<file path="src/rtl/decoder_rr_scheduler_5to32.sv">
// Round-robin scheduler that shares one 5-to-32 one-hot decoder between NREQ requesters.
// The granted index is decoded (single or pair mode) into a registered select vector held HOLD_CYCLES cycles.
module decoder_rr_scheduler_5to32 #(
  parameter int unsigned NREQ        = 4,
  parameter int unsigned HOLD_CYCLES = 1
) (
  input  logic                                  clk,
  input  logic                                  rst_n,
  input  logic [NREQ-1:0]                       req,
  input  logic [5*NREQ-1:0]                     addr,
  input  logic [NREQ-1:0]                       spec,
  output logic [NREQ-1:0]                       gnt,
  output logic [31:0]                           out,
  output logic                                  out_valid,
  output logic [((NREQ > 1) ? $clog2(NREQ) : 1)-1:0] owner,
  output logic                                  busy
);

  localparam int unsigned OW = (NREQ > 1) ? $clog2(NREQ) : 1;
  localparam int unsigned AW = 5;
  localparam int unsigned CW = 4;
  localparam int unsigned DW = 32;

  typedef enum logic {S_IDLE, S_DRIVE} state_t;

  state_t          state_q, state_d;
  logic [OW-1:0]   rr_q, rr_d;
  logic [CW-1:0]   hold_q, hold_d;
  logic [NREQ-1:0] gnt_d;
  logic [DW-1:0]   out_d;
  logic            valid_d;
  logic [OW-1:0]   owner_d;
  logic            busy_d;

  logic [2*NREQ-1:0] req_dbl;
  logic [NREQ-1:0]   req_rot;
  logic              pick_found;
  logic [OW:0]       pick_sum;
  logic [OW-1:0]     pick_k;
  logic [AW-1:0]     sel_addr;
  logic              sel_spec;
  logic [DW-1:0]     dec_onehot;
  logic [DW-1:0]     dec_vec;

  // Rotate requests so bit 0 is the requester at rr_q, then take the lowest set bit.
  always_comb begin
    req_dbl    = {req, req};
    req_rot    = NREQ'(req_dbl >> rr_q);
    pick_found = 1'b0;
    pick_sum   = '0;
    pick_k     = '0;
    for (int unsigned j = 0; j < NREQ; j++) begin
      if (!pick_found && req_rot[j]) begin
        pick_found = 1'b1;
        pick_sum   = {1'b0, rr_q} + (OW+1)'(j);
      end
    end
    if (pick_sum >= (OW+1)'(NREQ)) begin
      pick_sum = pick_sum - (OW+1)'(NREQ);
    end
    pick_k = OW'(pick_sum);
  end

  // Fetch the winner's address/mode and decode it.
  always_comb begin
    sel_addr = '0;
    sel_spec = 1'b0;
    for (int unsigned i = 0; i < NREQ; i++) begin
      if (pick_k == OW'(i)) begin
        sel_addr = addr[i*AW +: AW];
        sel_spec = spec[i];
      end
    end
    dec_onehot = DW'(1) << sel_addr;
    dec_vec    = sel_spec ? (dec_onehot | (dec_onehot << 1)) : dec_onehot;
  end

  // Next-state and next-output logic.
  always_comb begin
    state_d = state_q;
    rr_d    = rr_q;
    hold_d  = hold_q;
    gnt_d   = '0;
    out_d   = out;
    valid_d = out_valid;
    owner_d = owner;
    busy_d  = busy;
    case (state_q)
      S_IDLE: begin
        if (pick_found) begin
          gnt_d   = NREQ'(1) << pick_k;
          owner_d = pick_k;
          out_d   = dec_vec;
          valid_d = 1'b1;
          busy_d  = 1'b1;
          rr_d    = (pick_k == OW'(NREQ-1)) ? '0 : pick_k + OW'(1);
          hold_d  = CW'(HOLD_CYCLES-1);
          state_d = S_DRIVE;
        end
      end
      S_DRIVE: begin
        if (hold_q == '0) begin
          out_d   = '0;
          valid_d = 1'b0;
          busy_d  = 1'b0;
          state_d = S_IDLE;
        end else begin
          hold_d = hold_q - CW'(1);
        end
      end
      default: begin
        state_d = S_IDLE;
      end
    endcase
  end

  always_ff @(posedge clk or negedge rst_n) begin
    if (!rst_n) begin
      state_q   <= S_IDLE;
      rr_q      <= '0;
      hold_q    <= '0;
      gnt       <= '0;
      out       <= '0;
      out_valid <= 1'b0;
      owner     <= '0;
      busy      <= 1'b0;
    end else begin
      state_q   <= state_d;
      rr_q      <= rr_d;
      hold_q    <= hold_d;
      gnt       <= gnt_d;
      out       <= out_d;
      out_valid <= valid_d;
      owner     <= owner_d;
      busy      <= busy_d;
    end
  end

endmodule

</file>
<file path="config.mk">
export PLATFORM = sky130hd
export DESIGN_NAME = decoder_rr_scheduler_5to32
export DESIGN_NICKNAME = d
export VERILOG_FILES = /design/src/rtl/decoder_rr_scheduler_5to32.sv
export SDC_FILE = /design/constraint.sdc
export NUM_CORES = 1
export LEC_CHECK = 0
export BUFFER_PORTS_ARGS = -buffer_cell sky130_fd_sc_hd__clkbuf_2
export CORE_UTILIZATION = 55
export DETAILED_ROUTE_END_ITERATION = 8
export PLACE_DENSITY_LB_ADDON = 0.15
export SLEW_MARGIN = 25
export SYNTH_ARGS = -nofsm -noshare
export SYNTH_HDL_FRONTEND = slang
export SYNTH_SLANG_ARGS = --single-unit
</file>
<file path="constraint.sdc">
create_clock -name clk -period 7.2 [get_ports clk]
set_clock_uncertainty 0.1 [all_clocks]
set_input_delay 1.08 -clock clk [delete_from_list [all_inputs] [get_ports clk]]
set_output_delay 1.08 -clock clk [all_outputs]
set_load 0.005 [all_outputs]
</file>
==> summary.md, run 1 <==
| Metric | Value |
|---|---|
| Status | `completed` |
| Worst setup SP type | `primary input` |
| Routed vias/inst | `5.81` |
| N_diodes | `0` |
| Slew @ Worst Pin | `0.592 ns` |
| Post-synthesis compound-gate area fraction | `0.260` |
| Worst Min Path Start | `owner[0]` |
| Hold EP | `owner[0]` |
| RSZ-0062 raised after global routing | `no` |
| Part of the cycle the worst path needs | `0.515` |
| Post-CTS Resized | `0` |
| Multiplexer area fraction after synthesis | `0.0146` |
| Core footprint | `4030 um2` |
| WL per Instance | `15.4 um` |
| Final instance area | `2770 um2` |
| Type of the worst min-delay path | `register to register` |
| Sw Share | `0.431` |
| FF-to-FF End | `out[26]` |
| Vias | `1,940` |
| Worst R2R Setup Slack | `3.84 ns` |
| Commonest cells in the netlist | `dfrtp_1, nand2_1, o21ai_0` |
| Setup violators final | `0` |
| Maximum vdd ir drop | `192 uV` |
| Setup CP Type | `primary input to register` |
| Layout cells sized above 1 | `0.335` |
| Sequential area share after synthesis | `0.498` |
| Area after DPL | `2690 um2` |
| Post-synth EDFFs | `0` |
| 1st-pass router iterations | `4` |
| Post-Synth Simple-Gate Area | `0.154` |
| Hold_buf cts | `0` |
| Antenna Violating Nets Remaining | `0` |
| Top Ports | `70` |
| Power density cells | `367 nW/um2` |
| Syn-to-layout area delta | `19.8%` |
| NumNets Final | `319` |
| Max-cap viol count | `0` |
| Die height | `66.9 um` |
| CTS max path bufs | `2` |
| Flops & latches, synth | `46` |
| Required @ worst endpoint | `7.34 ns` |
| Min Clock Period, post-route | `3.71 ns` |
| Clk root buf | `clkbuf_8` |
| Synth Flop Type | `dfrtp_1` |
| Data arrival time of the worst path | `3.85 ns` |
| Gp weighted congestion | `0.797` |
| Post-Synthesis Cells | `213` |
| Vias in the first global route | `1,820` |
| Combinational power share | `0.510` |
| Async set-reset flop share out of synthesis | `1.00` |
| Leakage power | `1.37 nW` |
| CP Max Fanout | `13` |
| Post-Layout Cell Count | `334` |
| Max frequency | `269 MHz` |
| TNS Setup | `0 ns` |
| Pin count of the biggest net entering global routing | `47` |
| XOR/XNOR Fraction of Synth Area | `0.00379` |
| CTS tree | `yes` |
| Placed Instances | `326` |
| Gr ovfl total | `0` |
| Adder-Cell Fraction of Synth Area | `0.0324` |
| First-pass GRT wire length | `8690 um` |
| Synth unique cells | `48` |
| Clock transition at path regs | `0.08 ns` |
| Detailed Place HPWL | `3730 um` |
| DRC | `0` |
| Count leader, synth | `dfrtp_1` |
| Row cnt | `23` |
| Reg-to-Reg Start | `rr_q[1]` |
| Main combinational cell family by area after synthesis | `compound AO/OA/AOI/OAI gates` |
| Synth area leader | `dfrtp_1` |
| TritonCTS Buffers | `5` |
| # port buffers | `69` |
| NetSw | `0.438 mW` |
| Max H-tree Level | `2` |
| Relative slew slack | `0.603` |
| Total Routing Usage GR | `0.264` |
| Clock sinks | `46` |
| Initial Util | `0.574` |
| Net Count, Synth | `249` |
| Post-Syn Area | `2310 um2` |
| Mean post-synth cell area | `10.9 um2` |
| Initial antenna violation count | `0` |
| Final max-slew violation count | `0` |
| Post-synth top area share | `0.498` |
| Postcts setup bufs | `0` |
| DR iter-0 viols | `169` |
| Clock share of power | `0.152` |
| R2R depth | `9` |
| CP Capture Type | `register` |
| Final hold violation count | `0` |
| Seq pwr share | `0.338` |
| Synth Warn # | `0` |
| Clock latency on the worst-skew pair | `0.30 ns` |
| Hold depth | `1` |
| WL final | `5150 um` |
| Die width | `66.9 um` |
| Dominant cells by area after synthesis | `dfrtp_1, a32o_1, nand2_1` |
| Die ar. | `4470 um2` |
| Internal | `0.578 mW` |
## per-layer routing
metal | share of wire | up-vias | wire, um | track usage
met5 | 0 | - | 0 | 0
met4 | 0.010 | 0 | 53 | 0.0957
met3 | 0.056 | 6 | 286 | 0.0514
met2 | 0.46 | 62 | 2370 | 0.402
met1 | 0.47 | 942 | 2430 | 0.372
li1 | - | 930 | - | -
## power by group through the flow
| stage | clock, mW | sequential, mW | combinational (mW) |
|---|---|---|---|
| CTS | 0.158 | 0.344 | 0.514 |
| finish | 0.154 | 0.344 | 0.519 |
| global route | 0.168 | 0.352 | 0.573 |
| floorplan | 0 | 0.350 | 0.366 |
| detailed placement | 0 | 0.349 | 0.510 |
| global placement | 0 | 0.347 | 0.507 |
## cell type report
type	instances	area, um2
clock buffer	6	72.6
clock inverter	2	13.8
multi-input combinational	150	1080
timing repair buffer	71	360
sequential	46	1150
tap	50	62.6
fill	346	1260
inverter	9	33.8
## worst max path at each step
stage	from	endpoint	slack, ns	depth (start not counted)
2_1_floorplan	req[2]	out[12]	3.68	9
3_5_place_dp	req[2]	out[26]	3.20	9
6_report	req[0]	out[26]	3.49	10
5_1_grt	req[0]	out[6]	3.26	11
4_1_cts	req[0]	out[26]	3.50	10
3_3_place_gp	req[2]	out[14]	3.25	9
## through the flow
step / setup slack, ns / power (mW) / utilization / hold slack, ns
after floorplan: 3.68 / 0.716 / - / 0.371
after global placement: 3.25 / 0.854 / 0.667 / 0.358
after CTS: 3.50 / 1.02 / 0.688 / 0.387
after detailed placement: 3.20 / 0.860 / 0.667 / 0.368
final: 3.49 / 1.02 / 0.688 / 0.381
after global routing: 3.26 / 1.09 / 0.688 / 0.394
## layout by cell type (no fill, tap or decap), drive strengths merged
master,count
ha,6
nand2,33
and2,7
nand3,6
mux2i,1
inv,9
clkbuf,75
a2bb2o,1
a22o,7
nor3,3
a32o,14
nor2,8
clkinv,2
o22ai,4
a211oi,1
buf,2
a221oi,1
dfrtp,46
o21a,4
o21ai,18
o22a,1
nand3b,1
o221ai,1
or2,1
a21oi,4
xnor2,1
a222oi,1
nor2b,1
nor3b,1
o211a,4
nand4,2
o2111ai,1
o31ai,1
or4,1
a21o,1
nand2b,3
mux2,1
or2b,2
and3,1
o211ai,7
## worst max-delay path, cell delays in order
cell and delay, ns:
clkbuf_2 0.12, mux2_2 0.26, a222oi_1 0.32, and2_1 0.24
ha_1 0.43, a211oi_2 0.16, a221oi_4 0.51, o2111ai_4 0.22
mux2i_4 0.31, a32o_1 0.21
## logic make-up (layout without fill, tap and decap cells)
logic type | after synthesis | after routing
buffers and inverters | 17 | 88
muxes | 2 | 2
xor gates and xnor gates | 1 | 1
adders and majority gates | 6 | 6
AOI/OAI and AO/OA | 71 | 71
DFF | 46 | 46
and+or+nand+nor | 70 | 70
## sequential cells by signal, indices dropped and copies added, names as in the netlist
register / flops
owner: 2
state_q: 1
hold_q: 4
out: 32
rr_q: 2
busy: 1
gnt: 4
(Power assumes the default switching activity.)
==> run 2, diff against run 1 <==
CORE_UTILIZATION = 51   (was 55)
clock period = 3.55 ns   (was 7.2 ns; I/O delays follow)
==> run 2 against run 1 <==
  * Sequential share of layout area fell by 0.28 points
  * First-iteration DRC count fell by 18%
  * Power rose by 100%
  * Sequential cell count did not move
  * Combinational power rose by 110%
  * Global-route usage fell by 3.5 points
  * Final cell count rose by 1.2%
  * Worst hold slack got worse by 0.31 ns
  * Wire length fell by 0.19%
  * Critical path depth fell by 1
  * Via count fell by 2.1%
  * Sequential power rose by 100%
  * Critical path type is now register to register
==> summary.md, run 2 (synthesized netlist as in run 1, its figures left out) <==
| Metric | Value |
|---|---|
| Status | `completed` |
| Detailed Place HPWL | `3820 um` |
| Clock transition at path regs | `0.09 ns` |
| 1st-pass router iterations | `4` |
| Required @ worst endpoint | `3.69 ns` |
| RSZ-0062 raised after global routing | `no` |
| Setup CP Type | `register to register` |
| DP Worst Slack | `0.239 ns` |
| Syn-to-layout area delta | `20.7%` |
| Data arrival time of the worst path | `3.30 ns` |
| Post-Layout Cell Count | `338` |
| Gp weighted congestion | `0.789` |
| CP Capture Type | `register` |
| Pin count of the biggest net entering global routing | `34` |
| Maximum vdd ir drop | `320 uV` |
| Largest Register | `out` |
| Relative slew slack | `0.630` |
| Clk root buf | `clkbuf_8` |
| Most frequent cells in the layout | `clkbuf_2, dfrtp_1, nand2_1` |
| Worst setup SP type | `register` |
| WL per Instance | `15.2 um` |
| Slowest CP cell | `dfrtp_1` |
| Max-cap viol count | `0` |
| Top Ports | `70` |
| Max H-tree Level | `2` |
| Gr ovfl total | `0` |
| Most common cell after layout, fill and taps aside | `clkbuf_2` |
| Die width | `69.4 um` |
| Slew @ Worst Pin | `0.551 ns` |
| Worst setup margin | `0.392 ns` |
| Cells along the critical path | `mux2_2, a222oi_1, and2_1, ha_1, a211oi_2, a221oi_4, o2111ai_4, mux2i_4, a32o_1` |
| Type of the worst min-delay path | `primary input to async pin` |
| Hold slack final | `0.0754 ns` |
| CTS tree | `yes` |
| DR iter-0 viols | `138` |
| Layout Utilization | `0.641` |
| Worst R2R Setup Slack | `0.39 ns` |
| TritonCTS Buffers | `5` |
| Layout fillers | `350` |
| Post-CTS Resized | `0` |
| Leakage power | `1.39 nW` |
| CTS max path bufs | `2` |
| Crit path largest cell delay | `0.45 ns` |
| Final instance area | `2790 um2` |
| Hold_buf cts | `0` |
| Core footprint | `4350 um2` |
| WL met1 | `2470 um` |
| First-pass GRT wire length | `8670 um` |
| N_diodes | `0` |
| Clock sinks | `46` |
| NumNets Final | `321` |
| Die ar. | `4810 um2` |
| Power density cells | `745 nW/um2` |
| Routed vias/inst | `5.62` |
| Placed Instances | `330` |
| CP Max Fanout | `13` |
| Power Total | `2.08 mW` |
| Setup violators final | `0` |
| # port buffers | `69` |
| Max reg flops | `32` |
| Reg-to-Reg Start | `rr_q[1]` |
| WL final | `5140 um` |
| Clock latency on the worst-skew pair | `0.30 ns` |
| DRC | `0` |
| Initial Util | `0.531` |
| Area after DPL | `2700 um2` |
| Postcts setup bufs | `0` |
| TNS Setup | `0 ns` |
| Vias in the first global route | `1,833` |
| Final max-slew violation count | `0` |
| Die height | `69.4 um` |
| Biggest regs | `out x32, gnt x4, hold_q x4` |
| Metal3 WL | `286 um` |
| Highest Signal Layer | `met4` |
| Part of the cycle the worst path needs | `0.889` |
| FF-to-FF End | `out[22]` |
| Row cnt | `24` |
| Antenna Violating Nets Remaining | `0` |
| Vias | `1,899` |
| Initial antenna violation count | `0` |
| Max frequency | `317 MHz` |
| Met2 routed WL | `2300 um` |
| Min Clock Period, post-route | `3.16 ns` |
| R2R depth | `9` |
| Layout cells sized above 1 | `0.343` |
| Final hold violation count | `0` |
| Total Routing Usage GR | `0.228` |
## run 2: cell count changes in the layout (fill, tap and decap cells not counted), sizes merged
cell / before / now
clkbuf: 75 / 74
inv: 9 / 10
buf: 2 / 4
## run 2: worst max-delay path by stage
stage                         end  slack (ns)  cells past startpoint  startpoint
final                     out[22]        0.39                      9     rr_q[1]
after CTS                 out[22]        0.40                      9     rr_q[1]
after global placement     out[1]        0.22                      9      req[2]
after floorplan           out[12]        0.58                      9      req[2]
after detailed placement   out[3]        0.24                      9      req[2]
after global routing       out[1]        0.12                     10     rr_q[1]
## run 2: report_power, final
| group | internal, mW | switching (mW) |
|---|---|---|
| clock network | 0.139 | 0.178 |
| logic | 0.424 | 0.643 |
| registers | 0.633 | 0.0642 |
## run 2: per-layer routing
layer | vias to the layer above | global-route usage
met1 | 902 | 0.318
met3 | 7 | 0.0581
met5 | - | 0
met2 | 55 | 0.353
li1 | 935 | -
met4 | 0 | 0.0703
## run 2: area by class of cell
class,count,area [um2],area share
multi-input cells,150,1080,0.386
flip-flops and latches,46,1150,0.412
well taps,52,65.1,0.0233
repair buffers,73,375,0.134
clock buffers,5,68.8,0.0247
clock inverters,3,18.8,0.00672
inverters,9,33.8,0.0121
## run 2: worst max-delay path: cells and delay by family (launching register included)
kind	cells	cell delay, ns
AOI/OAI and AO/OA	5	1.22
muxes	2	0.67
and+or+nand+nor	1	0.23
DFF	1	0.45
adders and majority gates	1	0.43
